## config.mk

```make
export PLATFORM = sky130hd
export DESIGN_NAME = conv_frame_encoder
export DESIGN_NICKNAME = d
export VERILOG_FILES = /design/src/rtl/viterbi_pkg.sv /design/src/rtl/conv_enc_core.sv /design/src/rtl/conv_frame_encoder.sv
export SDC_FILE = /design/constraint.sdc
export NUM_CORES = 1
export LEC_CHECK = 0
export ABC_AREA = 1
export CAP_MARGIN = 30
export CORE_ASPECT_RATIO = 2
export CORE_UTILIZATION = 35
export CTS_BUF_LIST = sky130_fd_sc_hd__clkbuf_8
export DETAILED_ROUTE_END_ITERATION = 6
export PLACE_DENSITY = 0.51
export SLEW_MARGIN = 20
export SYNTH_ARGS = -nofsm -noshare
export SYNTH_HDL_FRONTEND = slang
export SYNTH_HIERARCHICAL = 1
export SYNTH_SLANG_ARGS = --single-unit
```

## constraint.sdc

```tcl
create_clock -name clk -period 2.3 [get_ports clk]
set_input_delay 0.575 -clock clk [delete_from_list [all_inputs] [get_ports clk]]
set_output_delay 0.575 -clock clk [all_outputs]
set_load 0.1 [all_outputs]
```

## src/rtl/viterbi_pkg.sv

```systemverilog
// Shared definitions for the convolutional encoder and the Viterbi decoder side:
// code parameters, FSM state encoding and the parity function both ends use.
package viterbi_pkg;

  localparam int         VIT_K         = 3;
  localparam logic [2:0] VIT_G0        = 3'b111;
  localparam logic [2:0] VIT_G1        = 3'b101;
  localparam int         VIT_MAX_FRAME = 64;

  // Widest window the parity helper accepts; callers zero-extend shorter windows.
  localparam int VIT_KMAX = 8;

  typedef enum logic [2:0] {
    ST_IDLE      = 3'd0,
    ST_ENC       = 3'd1,
    ST_TAIL      = 3'd2,
    ST_START     = 3'd3,
    ST_WAIT_DONE = 3'd4,
    ST_RELEASE   = 3'd5,
    ST_DRAIN     = 3'd6
  } state_e;

  // Symbol for window w: {parity under g0, parity under g1}.
  function automatic logic [1:0] conv_sym(input logic [VIT_KMAX-1:0] w,
                                          input logic [VIT_KMAX-1:0] g0,
                                          input logic [VIT_KMAX-1:0] g1);
    return {^(w & g0), ^(w & g1)};
  endfunction

endpackage

```

## src/rtl/conv_enc_core.sv

```systemverilog
// Rate-1/2 convolutional encoder core: shift register plus combinational parity.
// The symbol reflects the current bit combined with the stored history.
module conv_enc_core
  import viterbi_pkg::*;
#(
  parameter int           K  = VIT_K,
  parameter logic [K-1:0] G0 = VIT_G0,
  parameter logic [K-1:0] G1 = VIT_G1
) (
  input  logic       clk,
  input  logic       rst,
  input  logic       i_bit,
  input  logic       i_en,
  input  logic       i_clr,
  output logic [1:0] o_sym
);

  logic [K-2:0] r_s;
  logic [K-1:0] w_win;

  // r_s[K-2] holds the most recent previous bit.
  assign w_win = {i_bit, r_s};
  assign o_sym = conv_sym(VIT_KMAX'(w_win), VIT_KMAX'(G0), VIT_KMAX'(G1));

  always_ff @(posedge clk) begin
    if (rst || i_clr) begin
      r_s <= '0;
    end else if (i_en) begin
      r_s <= w_win[K-1:1];
    end
  end

endmodule

```

## src/rtl/conv_frame_encoder.sv

```systemverilog
// Frame encoder feeding the Viterbi decoder: encodes a bit-serial frame, appends
// the zero tail, optionally corrupts one symbol, and runs the start/release handshake.
module conv_frame_encoder
  import viterbi_pkg::*;
#(
  parameter int           K         = VIT_K,
  parameter logic [K-1:0] G0        = VIT_G0,
  parameter logic [K-1:0] G1        = VIT_G1,
  parameter int           MAX_FRAME = VIT_MAX_FRAME
) (
  input  logic       clk,
  input  logic       rst,
  input  logic       in_valid,
  input  logic       in_bit,
  input  logic       in_last,
  output logic       in_ready,
  input  logic       err_en,
  input  logic [6:0] err_idx,
  input  logic [1:0] err_mask,
  input  logic       dec_rx_ready,
  input  logic       dec_frame_done,
  output logic       sym_valid,
  output logic [1:0] sym,
  output logic       dec_start,
  output logic       busy,
  output logic       overflow
);

  // Symbol index of the last data bit that still fits ahead of the tail.
  localparam logic [6:0] CAP_LAST  = 7'(MAX_FRAME - K);
  localparam logic [6:0] TAIL_LAST = 7'(K - 2);

  state_e     r_state;
  state_e     w_state_next;
  logic       r_accept_en;
  logic       r_sym_valid;
  logic [1:0] r_sym;
  logic       r_dec_start;
  logic       r_overflow;
  logic [6:0] r_sym_count;
  logic [6:0] r_tail_cnt;
  logic       r_err_en;
  logic [6:0] r_err_idx;
  logic [1:0] r_err_mask;

  logic       w_first;
  logic       w_in_ready;
  logic       w_accept;
  logic       w_emit;
  logic       w_core_bit;
  logic       w_core_clr;
  logic       w_cap;
  logic       w_err_en;
  logic [6:0] w_err_idx;
  logic [1:0] w_err_mask;
  logic       w_hit;
  logic [1:0] w_core_sym;

  assign w_first    = (r_state == ST_IDLE);
  assign w_in_ready = r_accept_en && dec_rx_ready && !(w_first && dec_frame_done);
  assign w_accept   = in_valid && w_in_ready;
  assign w_emit     = w_accept || (r_state == ST_TAIL);
  assign w_core_bit = (r_state == ST_TAIL) ? 1'b0 : in_bit;
  assign w_core_clr = (r_state == ST_DRAIN) && !dec_frame_done;
  assign w_cap      = (r_sym_count == CAP_LAST);

  // The first symbol of a frame uses the live injection controls, later ones the latched copy.
  assign w_err_en   = w_first ? err_en   : r_err_en;
  assign w_err_idx  = w_first ? err_idx  : r_err_idx;
  assign w_err_mask = w_first ? err_mask : r_err_mask;
  assign w_hit      = w_err_en && (w_err_idx == r_sym_count);

  conv_enc_core #(
    .K  (K),
    .G0 (G0),
    .G1 (G1)
  ) u_core (
    .clk   (clk),
    .rst   (rst),
    .i_bit (w_core_bit),
    .i_en  (w_emit),
    .i_clr (w_core_clr),
    .o_sym (w_core_sym)
  );

  always_comb begin
    w_state_next = r_state;
    case (r_state)
      ST_IDLE, ST_ENC: begin
        if (w_accept) begin
          w_state_next = (in_last || w_cap) ? ST_TAIL : ST_ENC;
        end
      end
      ST_TAIL:      if (r_tail_cnt == TAIL_LAST) w_state_next = ST_START;
      ST_START:     w_state_next = ST_WAIT_DONE;
      ST_WAIT_DONE: if (dec_frame_done) w_state_next = ST_RELEASE;
      ST_RELEASE:   w_state_next = ST_DRAIN;
      ST_DRAIN:     if (!dec_frame_done) w_state_next = ST_IDLE;
      default:      w_state_next = ST_IDLE;
    endcase
  end

  always_ff @(posedge clk) begin
    if (rst) begin
      r_state     <= ST_IDLE;
      r_accept_en <= 1'b0;
      r_sym_valid <= 1'b0;
      r_sym       <= 2'b00;
      r_dec_start <= 1'b0;
      r_overflow  <= 1'b0;
      r_sym_count <= 7'd0;
      r_tail_cnt  <= 7'd0;
      r_err_en    <= 1'b0;
      r_err_idx   <= 7'd0;
      r_err_mask  <= 2'b00;
    end else begin
      r_state     <= w_state_next;
      // Input acceptance and the start pulse follow the state being entered.
      r_accept_en <= (w_state_next == ST_IDLE) || (w_state_next == ST_ENC);
      r_dec_start <= (w_state_next == ST_START) || (w_state_next == ST_RELEASE);
      r_sym_valid <= w_emit;
      r_sym       <= w_emit ? (w_core_sym ^ (w_hit ? w_err_mask : 2'b00)) : 2'b00;
      r_tail_cnt  <= (r_state == ST_TAIL) ? r_tail_cnt + 7'd1 : 7'd0;

      if (w_emit) begin
        r_sym_count <= r_sym_count + 7'd1;
      end else if (w_core_clr) begin
        r_sym_count <= 7'd0;
      end

      if (w_accept && w_first) begin
        r_overflow <= 1'b0;
        r_err_en   <= err_en;
        r_err_idx  <= err_idx;
        r_err_mask <= err_mask;
      end
      if (w_accept && !in_last && w_cap) begin
        r_overflow <= 1'b1;
      end
    end
  end

  assign in_ready  = w_in_ready;
  assign sym_valid = r_sym_valid;
  assign sym       = r_sym;
  assign dec_start = r_dec_start;
  assign overflow  = r_overflow;
  assign busy      = (r_state != ST_IDLE);

endmodule

```

==> results of run 1 <==
## cell type report
class	count	area, um2	share of cell area
clock buffers	5	68.82	0.02851
clock inverters	3	67.56	0.02799
inverters	52	197.7	0.08191
multi-input cells	208	1028	0.4261
flip-flops and latches	35	700.7	0.2903
well taps	60	75.07	0.03110
repair buffers	28	275.3	0.1140
## worst paths after layout
| path | start | end | slack, ps |
|---|---|---|---|
| worst min register to register | r_err_mask[1] | r_err_mask[1] | 450 |
| worst min-delay path | r_err_mask[1] | r_err_mask[1] | 450 |
| worst max register to register | r_state[1] | sym[0] | 560 |
| worst max-delay path | r_state[1] | in_ready | 190 |
## cell families (layout without fill, tap and decap cells)
group	count (synthesis)	count (layout)	share of synthesized area
AND/OR/NAND/NOR	155	155	0.3520
buffers and inverters	57	88	0.1220
AO/OA/AOI/OAI	43	43	0.1182
flip-flops	35	35	0.3558
XOR/XNOR	6	6	0.02668
adder cells (fa/ha/maj)	4	4	0.02541
## per-stage QoR
| stage | total power, mW | worst slack [ps] |
|---|---|---|
| 2_1_floorplan | 0.8785 | 360.6 |
| 4_1_cts | 1.663 | 168.2 |
| 5_1_grt | 1.722 | 58.44 |
| 6_report | 1.641 | 193.6 |
| 3_3_place_gp | 0.9835 | 249.6 |
| 3_5_place_dp | 0.9845 | 241.0 |
## state kept, by name, summed over array words and instances (netlist names)
name / count
sym: 2
r_tail_cnt: 7
dec_start: 1
r_sym_count: 7
u_core/r_s: 2
overflow: 1
r_state: 3
r_err_mask: 2
r_accept_en: 1
sym_valid: 1
r_err_en: 1
r_err_idx: 7
## metal layers
layer / wire (um) / share of wire / vias up / global-route usage
li1: - / - / 1017 / -
met1: 1925 / 0.36 / 897 / 0.1798
met2: 3040 / 0.58 / 25 / 0.3907
met3: 106 / 0.020 / 17 / 0.03094
met4: 215 / 0.041 / 0 / 0.1089
met5: 0 / 0 / - / 0
## power by group through the flow
| stage | registers [mW] | clock network, mW | logic [mW] |
|---|---|---|---|
| after global placement | 0.657 | 0 | 0.327 |
| final | 0.642 | 0.674 | 0.325 |
| after floorplan | 0.666 | 0 | 0.212 |
| after detailed placement | 0.657 | 0 | 0.328 |
| after CTS | 0.642 | 0.692 | 0.329 |
| after global routing | 0.646 | 0.714 | 0.362 |
## worst register-to-register path: cells and delay by family, from the launching register on
family	cells	cell delay (ps)
compound gates	1	60
buf+inv	1	230
flops	1	370
simple gates	9	960
## cell usage in the layout, fill, tap and decap left out, types with 2 or more instances in the layout
master and count:
nand2_1 64, inv_1 47, nand3_1 46, dfxtp_1 35
nor2_1 31, a21oi_1 19, clkdlybuf4s50_1 16, o21ai_0 14
buf_4 10, o22ai_1 7, nor3_1 5, clkbuf_8 5
xor2_1 4, ha_1 4, inv_2 3, nand2_4 2
o211ai_1 2, nand3b_1 2, xnor2_1 2, bufinv_16 2
buf_12 2
==> out/metrics.cfg, run 1 <==
[synthesis]
synth_ff_type = dfxtp_1
postSynthAreaPerCell_um2 = 6.565
synth_edf_count = 0
ys_ff_latch = 35
ys_warn_count = 6
async_flop_share = 0
syn_nets = 321
synth_cell_types = 27
yosys-top-cells-area = dfxtp_1 36%, nand2_1 12%, nand3_1 12%
synth_top_area_frac = 0.3558
synthMostInstantiatedCell = nand2_1
yosysTopAreaCell = dfxtp_1
synth_cells = 300
syn-cell-area_um2 = 1969
synth_seq_area_share = 0.3558
synth_common_cells = 64 x nand2_1, 47 x inv_1, 46 x nand3_1, 35 x dfxtp_1, 31 x nor2_1

[power]
p_int_mw = 1.176
p_sw_mw = 0.4656
seqPwrFrac = 0.391
p_per_area_nw_per_um2 = 680.0
ir_drop_v = 0.0006758
pwr-share-clk = 0.411
power.leakage_nw = 1.043
combPwrFrac = 0.198
sw_frac_of_total = 0.2837

[route]
vias = 1956
drc = 0
routedWlPerCell_um = 13.52
drtIter0Drc = 55
viasPerCell = 5.003
wirelength_um = 5286
ant_nets = 0
dr.pass1.iters = 4

[timing]
slew_headroom = 0.7647
fin_skew_ps = 6.097
holdWs_ps = 452.2
finalSetupViolCount = 0
min_period_over_period = 0.9158
tightestPinTransition_ps = 352.0
finalHoldViolCount = 0
tns_ps = 0
fmax_mhz = 474.7
period_minus_slack_ps = 2106
drv_slew = 0
rsz0062_at_grt = false

[layout]
area_growth_syn_to_layout_pct = 22.55
n_antenna_cell = 0
fin_area_um2 = 2414
final_cells = 391
nets = 351
utilization = 0.4453
fillers = 615
layout-drive-gt1-share = 0.09063

[critical_path]
reg2reg_depth = 11
cp-end-kind = primary output
path_max_fanout = 17
cp_slowest_stage_delay_ps = 450
crit_family = flip-flops
cp.buffers_inverters = 3
path_class = reg -> out
critPathRequiredTime_ps = 1730
cp_slowest_cell = dfxtp_1
crit_arrival_ps = 1530
cp.depth = 7
crit_chain = nor2_4 -> nand2_4 -> inv_4 -> nand2_2 -> nand3_1 -> inv_1 -> buf_12
cp-start-kind = flop

[floorplan]
fp.coreArea_um2 = 5420
die-area_um2 = 5949
start_util = 0.3633
die-width_um = 55.04
rows = 38
num_io_pins = 24
die_h_um = 108.1

[clock_tree]
cts_resized = 0
numClockSinks = 35
cts_root_buffer = clkbuf_8
post-cts-setup-buffer-count = 0
cts_tree = yes
clock_path_buffers = 2
clock_latency_ps = 290
hold_buffers = 0
clkTransAtPathRegs_ps = 70
numCtsBuffers = 5
htreeDepth = 2

[flow_run]
maxCapViolCount = 0

[grt]
antenna_found_initial = 0
grtUsageTotal = 0.2021
grt_pass1_wl_um = 8438
grt_max_degree = 20
grt_pass1_vias = 1950
overflow = 0

[placed_design]
place_congestion = 0.8045
place.port_buffers = 23
hpwlAfterDp_um = 4086
dp_cells = 383
place_area_um2 = 2277

[outcome]
outcome = complete, no violations

[worst_hold_path]
min_path_cells = 2
hp-class = reg -> reg

(Power assumes the default switching activity.)
==> run 2, diff against run 1 <==
Settings changed: CORE_MARGIN set to 1.5, SKIP_LAST_GASP set to 1.
==> run 2 against run 1 <==
  * Worst setup slack got worse by 23 ps
  * Clock skew decreased by 2.8 ps
  * Critical path depth unchanged
  * Final area decreased by 1.3%
  * Clock power decreased by 25%
  * Register-to-register slack got worse by 90 ps
  * Non-clock buffer count unchanged
==> out/metrics.cfg, run 2 (synthesis gave the netlist of run 1 again) <==
[power]
p_total_mw = 1.470
power.leakage_nw = 1.030
p_per_area_nw_per_um2 = 617.5
ir_drop_v = 0.0004522
seqPwrFrac = 0.437
sw_frac_of_total = 0.3090
p_sw_mw = 0.4543
pwr-share-clk = 0.343
p_int_mw = 1.016
combPwrFrac = 0.220

[grt]
grtUsageTotal = 0.1784
overflow = 0
grt_pass1_wl_um = 8431
grt_max_degree = 20
grt_pass1_vias = 1925
antenna_found_initial = 0

[route]
vias = 1949
routedWlPerCell_um = 13.29
wirelength_um = 5196
drtIter0Drc = 53
drc = 0
viasPerCell = 4.985
dr.pass1.iters = 4
ant_nets = 0

[placed_design]
place.port_buffers = 23
hpwlAfterDp_um = 4000
place_congestion = 0.7851
place_area_um2 = 2277

[floorplan]
die-width_um = 56.04
die-area_um2 = 6113
fp.coreArea_um2 = 5420
rows = 38
start_util = 0.3633
die_h_um = 109.1
num_io_pins = 24

[timing]
tns_ps = 0
min_period_over_period = 0.9260
period_minus_slack_ps = 2130
finalSetupViolCount = 0
fmax_mhz = 469.5
fin_skew_ps = 3.333
finalHoldViolCount = 0
drv_slew = 0
tightestPinTransition_ps = 390.0
slew_headroom = 0.7394
rsz0062_at_grt = false

[clock_tree]
hold_buffers = 0
cts_resized = 0
numClockSinks = 35
clkTransAtPathRegs_ps = 80
numCtsBuffers = 5
clock_latency_ps = 280
cts_root_buffer = clkbuf_8
clock_path_buffers = 2
cts_tree = yes
post-cts-setup-buffer-count = 0
htreeDepth = 2

[critical_path]
startpoint = r_state[1]
rr_endpoint = r_sym_count[5]
path_class = reg -> out
critPathRequiredTime_ps = 1730
reg2reg_depth = 8
cp-endpoint = in_ready
cp-start-kind = flop
r2r_slack_ps = 470
path_max_fanout = 17
worstReg2RegStart = r_state[1]
cp-end-kind = primary output
crit_arrival_ps = 1550

[worst_hold_path]
hp-class = reg -> reg

[flow_run]
maxCapViolCount = 0

[layout]
n_antenna_cell = 0
reg_top3 = r_err_idx (7), r_sym_count (7), r_tail_cnt (7)
area_growth_syn_to_layout_pct = 20.90
fin_area_um2 = 2381
layout-drive-gt1-share = 0.09063
nets = 351
final_common_cell = nand2_1
mostFrequentLayoutCells = 64 x nand2_1, 47 x inv_1, 46 x nand3_1

[outcome]
outcome = complete, no violations

==> run 2: cell count changes in the layout (fill, tap and decap cells not counted), sizes merged <==
cell / change
bufinv: -2
clkbuf: +2
==> run 2: how the worst min path moves through the flow <==
stage | start | endpoint | cells past startpoint
final | r_err_mask[1] | r_err_mask[1] | 2
after CTS | r_err_mask[1] | r_err_mask[1] | 2
after detailed placement | r_err_mask[1] | r_err_mask[1] | 2
after global placement | r_err_mask[1] | r_err_mask[1] | 2
after floorplan | r_err_mask[1] | r_err_mask[1] | 2
after global routing | r_err_mask[1] | r_err_mask[1] | 2
==> run 2: power groups by stage <==
stage / Clock [mW] / Sequential [mW] / Combinational (mW)
finish: 0.505 / 0.642 / 0.324
global route: 0.543 / 0.644 / 0.358
CTS: 0.522 / 0.642 / 0.327
detailed placement: 0 / 0.656 / 0.326
global placement: 0 / 0.656 / 0.325
floorplan: 0 / 0.666 / 0.212
==> run 2: critical path: stages (launching register included) <==
cell,delay [ps]
dfxtp_1,450
nor2_4,90
nand2_4,210
inv_4,100
nand2_2,90
nand3_1,60
inv_1,90
buf_12,180
==> run 2: metal layers <==
| layer | up-vias | share of wire | GRT usage | routed length [um] |
|---|---|---|---|---|
| met5 | - | 0 | 0 | 0 |
| met4 | 0 | 0.0073 | 0.05612 | 38 |
| met3 | 2 | 0.014 | 0.02491 | 73 |
| met2 | 18 | 0.60 | 0.3899 | 3113 |
| met1 | 909 | 0.38 | 0.1562 | 1970 |
| li1 | 1020 | - | - | - |
==> run 2: area by class of cell <==
cell class | count | area (um2)
Multi-Input combinational cell | 208 | 1028
Tap cell | 60 | 75.07
Timing Repair Buffer | 28 | 275.3
Inverter | 52 | 197.7
Fill cell | 604 | 3039
Clock inverter | 1 | 7.507
Clock buffer | 7 | 96.34
Sequential cell | 35 | 700.7
==> run 2: through the flow <==
stage	worst slack [ps]	cells	utilization	hold WS [ps]
5_1_grt	56.83	391	0.4393	470.4
4_1_cts	150.3	391	0.4393	449.3
2_1_floorplan	360.6	300	-	426.0
6_report	170.2	391	0.4393	448.5
3_5_place_dp	241.2	383	0.4201	439.8
3_3_place_gp	208.3	383	0.4201	432.3
==> run 3, diff against run 2 <==
Settings changed: DONT_BUFFER_PORTS set to 1, PLACE_DENSITY 0.51 to 0.46.
==> run 3 against run 2 <==
  * Die area did not move
  * Wire length rose by 4.3%
  * Worst setup slack improved by 62 ps
  * Cell count fell by 4.9%
  * Largest cell class unchanged
  * Largest power group unchanged
  * Highest routed layer unchanged
==> out/metrics.cfg, run 3 (synthesis gave the netlist of run 1 again) <==
[outcome]
outcome = complete, no violations

[route]
dr.pass1.iters = 4
drc = 0
vias = 1860
routedWlPerCell_um = 14.57
viasPerCell = 5.000
wirelength_um = 5419
ant_nets = 0
drtIter0Drc = 48

[critical_path]
cp-end-kind = primary output
r2r_slack_ps = 570
cp.buffers_inverters = 3
path_max_fanout = 17
crit_arrival_ps = 1490
critPathRequiredTime_ps = 1730
path_class = reg -> out
cp_slowest_stage_delay_ps = 430
crit_family = flip-flops
cp_slowest_cell = dfxtp_1
crit_chain = nor2_4 -> nand2_4 -> inv_4 -> nand2_2 -> nand3_1 -> inv_1 -> buf_12
cp-start-kind = flop

[grt]
antenna_found_initial = 0
grt_pass1_wl_um = 8942
grt_pass1_vias = 1944
overflow = 0
grtUsageTotal = 0.1934
grt_max_degree = 20

[placed_design]
dp_slack_ps = 543.4
place.port_buffers = 0
place_congestion = 0.8071
hpwlAfterDp_um = 4375

[layout]
multi_input_area_um2 = 1028
utilization = 0.3998
final_common_cell = nand2_1
reg_top3 = r_err_idx (7), r_sym_count (7), r_tail_cnt (7)
layout-drive-gt1-share = 0.08333
area_growth_syn_to_layout_pct = 10.04
mostFrequentLayoutCells = 64 x nand2_1, 48 x inv_1, 46 x nand3_1
nets = 332
fillers = 621
n_antenna_cell = 0
register_area_um2 = 700.7

[timing]
drv_slew = 0
fin_ws_ps = 231.9
rsz0062_at_grt = false
finalHoldViolCount = 0
tns_ps = 0
fin_skew_ps = 5.779
tightestPinTransition_ps = 667.3
period_minus_slack_ps = 2068
slew_headroom = 0.5532
holdWs_ps = 343.3
finalSetupViolCount = 0
fmax_mhz = 483.5
min_period_over_period = 0.8992

[clock_tree]
numClockSinks = 35
cts_root_buffer = clkbuf_8
clkTransAtPathRegs_ps = 70
numCtsBuffers = 5
clock_path_buffers = 2
htreeDepth = 2
clock_latency_ps = 290
post-cts-setup-buffer-count = 0
cts_resized = 0
cts_tree = yes
hold_buffers = 0

[power]
p_per_area_nw_per_um2 = 624.1
power.leakage_nw = 0.9443
ir_drop_v = 0.0003905
p_total_mw = 1.353

[worst_hold_path]
hp-class = in -> reg

[flow_run]
maxCapViolCount = 0

[floorplan]
fp.coreArea_um2 = 5420
die-width_um = 56.04
num_io_pins = 24
rows = 38
die-area_um2 = 6113
start_util = 0.3633
die_h_um = 109.1

-- run 3: final timing paths --
check | startpoint | to | depth (start not counted)
setup / recovery | r_state[1] | in_ready | 7
hold / removal | rst | r_err_mask[0] | 1
setup reg to reg | r_state[1] | r_sym_count[2] | 8
hold reg to reg | r_err_en | r_err_en | 2
-- run 3: report_power, final --
group          switching (mW)  leakage, nW  total [mW]  internal (mW)
Combinational           0.187        0.616       0.271         0.0842
Clock                   0.231       0.0453       0.438          0.207
Sequential             0.0173        0.283       0.643          0.626
-- run 3: per-layer routing --
metal / global-route usage / vias up / routed length [um]
met5: 0 / - / 0
met4: 0.1054 / 0 / 218
met3: 0.03559 / 15 / 177
met2: 0.4126 / 26 / 3335
met1: 0.1537 / 834 / 1688
li1: - / 985 / -
-- run 3: worst register-to-register path, stage by stage, from the launching register on --
cell     delay, ps
dfxtp_1        430
nor2_4          70
nand2_4        180
inv_4           90
nand2_2         80
nand4_2        130
nand2_1        160
nand2_1        260
o22ai_1        250
-- run 3: metrics by stage --
stage               instances  cell area (um2)
floorplan                 300             1969
global placement          364             2082
detailed placement        364             2082
CTS                       372             2167
global route              372             2167
finish                    372             2167
-- run 3: area by class of cell --
cell class | instances | area share
Sequential cell | 35 | 0.3233
Clock buffer | 5 | 0.03176
Timing Repair Buffer | 9 | 0.03695
Inverter | 52 | 0.09122
Tap cell | 60 | 0.03464
Clock inverter | 3 | 0.007506
Multi-Input combinational cell | 208 | 0.4746
